==> config.mk <==
export PLATFORM = sky130hd
export DESIGN_NAME = uart_tx_engine
export DESIGN_NICKNAME = d
export VERILOG_FILES = /design/src/rtl/uart_tx_engine.sv
export SDC_FILE = /design/constraint.sdc
export NUM_CORES = 1
export LEC_CHECK = 0
export CAP_MARGIN = 20
export CORE_MARGIN = 4
export CORE_UTILIZATION = 40
export DETAILED_ROUTE_END_ITERATION = 8
export HOLD_SLACK_MARGIN = 0.12
export PLACE_DENSITY = 0.73
export SYNTH_ARGS = -nofsm -noshare
export SYNTH_HDL_FRONTEND = slang
export SYNTH_SLANG_ARGS = --single-unit
==> constraint.sdc <==
create_clock -name i_clk -period 1.99 [get_ports i_clk]
set_clock_uncertainty 0.1 [all_clocks]
set_input_delay 0.398 -clock i_clk [delete_from_list [all_inputs] [get_ports i_clk]]
set_output_delay 0.398 -clock i_clk [all_outputs]
set_load 0.005 [all_outputs]
==> src/rtl/uart_tx_engine.sv <==
// rtl/uart_tx_engine.sv - UART transmit framing engine (optional break via UART_TX_BREAK_EN)
//
// Builds a start / 7-or-8 data / optional parity / stop frame into a shift
// register on load, shifts one bit out per btu from the bit time counter,
// and holds doit high for exactly FRAME_BITS bit times.
// Define UART_TX_BREAK_EN to add i_brk, which forces the line low.

module uart_tx_engine #(
  parameter int FRAME_BITS = 11
) (
  input  logic       i_clk,
  input  logic       i_rst_n,
`ifdef UART_TX_BREAK_EN
  input  logic       i_brk,
`endif
  input  logic       i_load,
  input  logic [7:0] i_out_port,
  input  logic       i_eight,
  input  logic       i_pen,
  input  logic       i_ohel,
  input  logic       i_btu,
  output logic       o_doit,
  output logic       o_tx,
  output logic       o_txrdy
);

  typedef enum logic {
    S_IDLE = 1'b0,
    S_BUSY = 1'b1
  } state_t;

  localparam logic [3:0] LAST_BIT = 4'(FRAME_BITS - 1);

  state_t                r_state;
  logic                  r_doit;
  logic                  r_txrdy;
  logic [3:0]            r_count;
  logic [FRAME_BITS-1:0] r_sr;

  logic                  w_par7;
  logic                  w_par8;
  logic                  w_bit8;
  logic                  w_bit9;
  logic                  w_load_ok;
  logic                  w_line;
  logic [FRAME_BITS-1:0] w_load_sr;

  // Parity over the data bits actually sent; ohel=1 flips even to odd.
  assign w_par7 = (^i_out_port[6:0]) ^ i_ohel;
  assign w_par8 = (^i_out_port[7:0]) ^ i_ohel;

  // Bits 8 and 9 of the frame depend on data width and parity enable.
  always_comb begin
    w_bit8 = 1'b1;
    w_bit9 = 1'b1;
    case ({i_eight, i_pen})
      2'b00:   begin w_bit8 = 1'b1;          w_bit9 = 1'b1;   end
      2'b01:   begin w_bit8 = w_par7;        w_bit9 = 1'b1;   end
      2'b10:   begin w_bit8 = i_out_port[7]; w_bit9 = 1'b1;   end
      default: begin w_bit8 = i_out_port[7]; w_bit9 = w_par8; end
    endcase
  end

  // Frame image: stop bits on top, start bit in bit 0 so it goes out first.
  assign w_load_sr = {{(FRAME_BITS-10){1'b1}}, w_bit9, w_bit8, i_out_port[6:0], 1'b0};

  // Break holds off new frames; without it, load is taken as-is.
`ifdef UART_TX_BREAK_EN
  assign w_load_ok = i_load & ~i_brk;
`else
  assign w_load_ok = i_load;
`endif

  // Frame sequencer: load, shift on btu, retire after the last stop bit.
  always_ff @(posedge i_clk or negedge i_rst_n) begin
    if (!i_rst_n) begin
      r_state <= S_IDLE;
      r_doit  <= 1'b0;
      r_txrdy <= 1'b1;
      r_count <= 4'd0;
      r_sr    <= '1;
    end else begin
      case (r_state)
        S_IDLE: begin
          if (w_load_ok) begin
            r_state <= S_BUSY;
            r_doit  <= 1'b1;
            r_txrdy <= 1'b0;
            r_count <= 4'd0;
            r_sr    <= w_load_sr;
          end
        end
        S_BUSY: begin
          if (i_btu) begin
            if (r_count == LAST_BIT) begin
              r_state <= S_IDLE;
              r_doit  <= 1'b0;
              r_txrdy <= 1'b1;
              r_count <= 4'd0;
              r_sr    <= '1;
            end else begin
              r_count <= r_count + 4'd1;
              r_sr    <= {1'b1, r_sr[FRAME_BITS-1:1]};
            end
          end
        end
        default: begin
          r_state <= S_IDLE;
          r_doit  <= 1'b0;
          r_txrdy <= 1'b1;
          r_count <= 4'd0;
          r_sr    <= '1;
        end
      endcase
    end
  end

  // Line is idle-high outside a frame; reset reaches it through r_doit/r_sr.
  assign w_line = r_doit ? r_sr[0] : 1'b1;

`ifdef UART_TX_BREAK_EN
  assign o_tx = i_brk ? 1'b0 : w_line;
`else
  assign o_tx = w_line;
`endif

  assign o_doit  = r_doit;
  assign o_txrdy = r_txrdy;

endmodule

==> run summary <==
status - finished, final reports clean
Worst Hold Class - in2async
ANT nets after route - 0
initial DRC count - 8
Syn Std Cell Area - 882.1 µm²
Final Hold Viols - 0
Non-Filler Instances - 146
via count - 744
Worst-Margin Slew - 0.3369 ns
crit share post-route - 95.74%
CP Class - reg2out
via/cell ratio - 5.096
clock tree buffer depth - 2
total gr overflow - 0
clk slew on worst S/H paths - 0.11 ns
Yosys cell types - 25
top-area cell type share of the netlist area - 32.77%
HPWL Detailed - 1378 µm
register bit total from synthesis - 17
dpl cells - 142
clk_lat worst skew - 0.29 ns
area occupied by multi-input gates - 417.9 µm²
CTS Buf Count - 3
maximum clock frequency - 524.9 MHz
WL/cell - 12.77 µm
worst-path maximum fanout - 2
largest cells by area after synthesis - dfstp_2 (33%), dfrtp_1 (17%), nand2_1 (8.1%)
Core Box Area - 2022 µm²
normalized max-slew margin - 77.53%
# Max-Cap Violations - 0
port buffer count - 17
crit end category - primary output
Gates resized, CTS repair - 0
Sum Neg Setup Slack - 0 ns
CP Launch Type - register
die area - 3021 µm²
placement-stage worst setup slack - 0.06023 ns
Arr. time, crit path - 1.41 ns
Hold Buf Count CTS - 0
Max Slew Vio Count - 0
Hold WS - 0.3097 ns
register area - 439.2 µm²
first-pass GRT wire length - 3187 µm
Root Buffer - clkbuf_4
Synth Area in Adders - 2.837%
M3 GR Usage - 3.217%
post-synth top area cell - dfstp_2
clock period minus worst slack - 1.905 ns
Post-DP Area - 1114 µm²
initial antenna violation count - 0
CTS tree - built
fillers - 187
grt peak-use layer - met2
Die Span Y - 54.96 µm
Pleak - 0.4638 nW
sequential area share after synthesis - 49.79%
n_diodes - 0
share of cells above drive strength 1 - 19.33%
setup violators final - 0
Worst EP required - 1.49 ns
Post-Syn Instances - 95
mux contribution to synthesized area - 1.135%
post-route cell area - 1141 µm²
most frequent cells in the layout - nand2_1 (19), clkdlybuf4s50_1 (17), o21ai_0 (12), dfstp_2 (11)
vias in the first global route - 740
final wirelength - 1865 µm
Die X - 54.96 µm
Tot Pwr - 1.440 mW
largest net degree at the start of global routing - 18
H-tree depth - 1
Mapped Avg Cell Area - 9.285 µm²
Post-CTS Setup Bufs - 0
GRT met2 Usage - 25.79%
Pre-antenna DRT Iters - 4
DRC viols - 0
Synth Area in Compound Gates - 18.58%
fin nets - 137
most common cell after layout, fill and taps aside - nand2_1
Ports - 18
utilization after layout - 56.44%
Rows - 16
met1 Usage GRT - 17.80%
largest family of logic cells by synthesized area - compound AO/OA/AOI/OAI gates
syn_nets - 112
final setup margin - 0.08486 ns
synth warn - 0
post-synthesis simple-gate area fraction - 16.88%
Initial Util - 43.63%
RSZ-0062 raised after global routing - no
CTS Sinks - 17
area delta synth->final - 29.36%
Post-Synth XOR/XNOR Area - 7.943%
Power Density - 1262 nW/µm²
Worst VDD drop - 0.5873 mV
Routability Congestion - 0.7324
Tot GR Track Use - 14.89%
## registers in the layout, indices dropped and copies added (netlist names)
signal,count
r_count,4
r_state,1
o_doit,1
o_txrdy,1
r_sr,10
## per-layer routing
metal / vias up / part of all wire, %
li1: 380 / -
met1: 349 / 43
met2: 11 / 52
met3: 4 / 3.9
met4: 0 / 1.0
met5: - / 0
## worst max-delay path: stages (launching register included)
cell	delay [ns]
dfstp_2	0.54
nand2b_1	0.09
clkdlybuf4s50_1	0.49
## final cells by class
cell class | instances | share of cell area [%]
flip-flops and latches | 17 | 38.49
multi-input cells | 73 | 36.62
repair buffers | 23 | 18.86
well taps | 27 | 2.961
clock buffers | 3 | 1.974
inverters | 2 | 0.6579
clock inverters | 1 | 0.4386
## power breakdown
| part | leakage [nW] | internal [mW] | switching (mW) | total (mW) |
|---|---|---|---|---|
| clock network | 0.0177 | 0.0748 | 0.116 | 0.191 |
| registers | 0.189 | 0.550 | 0.130 | 0.679 |
| logic | 0.258 | 0.287 | 0.283 | 0.569 |
| total | 0.464 | 0.911 | 0.529 | 1.44 |
## worst paths after layout
path                       startpoint    endpoint  slack, ns  depth (start not counted)
max                           r_sr[0]        o_tx       0.08                          2
min                           i_rst_n  r_count[0]       0.31                          2
max reg2reg                r_count[0]  r_count[3]       0.36                          7
min reg2reg                   r_sr[0]     r_sr[0]       0.36                          2
max in group asynchronous     i_rst_n     r_sr[0]       1.23                          2
min in group i_clk            r_sr[0]     r_sr[0]       0.36                          2
## synthesized netlist by cell type
| master | n |
|---|---|
| nand2b_1 | 2 |
| o31ai_2 | 1 |
| a31oi_1 | 1 |
| a21oi_1 | 5 |
| ha_1 | 2 |
| nand2_1 | 19 |
| dfstp_2 | 11 |
| nor2_1 | 6 |
| mux2i_1 | 1 |
| xnor2_1 | 7 |
| a21o_1 | 1 |
| buf_2 | 2 |
| and3_1 | 1 |
| nor2_2 | 1 |
| buf_4 | 1 |
| xor2_1 | 1 |
| o21ai_0 | 12 |
| inv_1 | 2 |
| dfrtp_1 | 6 |
| a41oi_1 | 1 |
| and2_0 | 1 |
| nand3b_1 | 1 |
| o22ai_1 | 7 |
| nor3_1 | 2 |
| nand4_1 | 1 |
## cell families after synthesis
family	Yosys count
simple gates	34
compound gates	28
flops	17
xor+xnor	8
buf+inv	5
fa+ha+maj	2
mux	1
No activity file was read; power rests on OpenSTA's default activity.
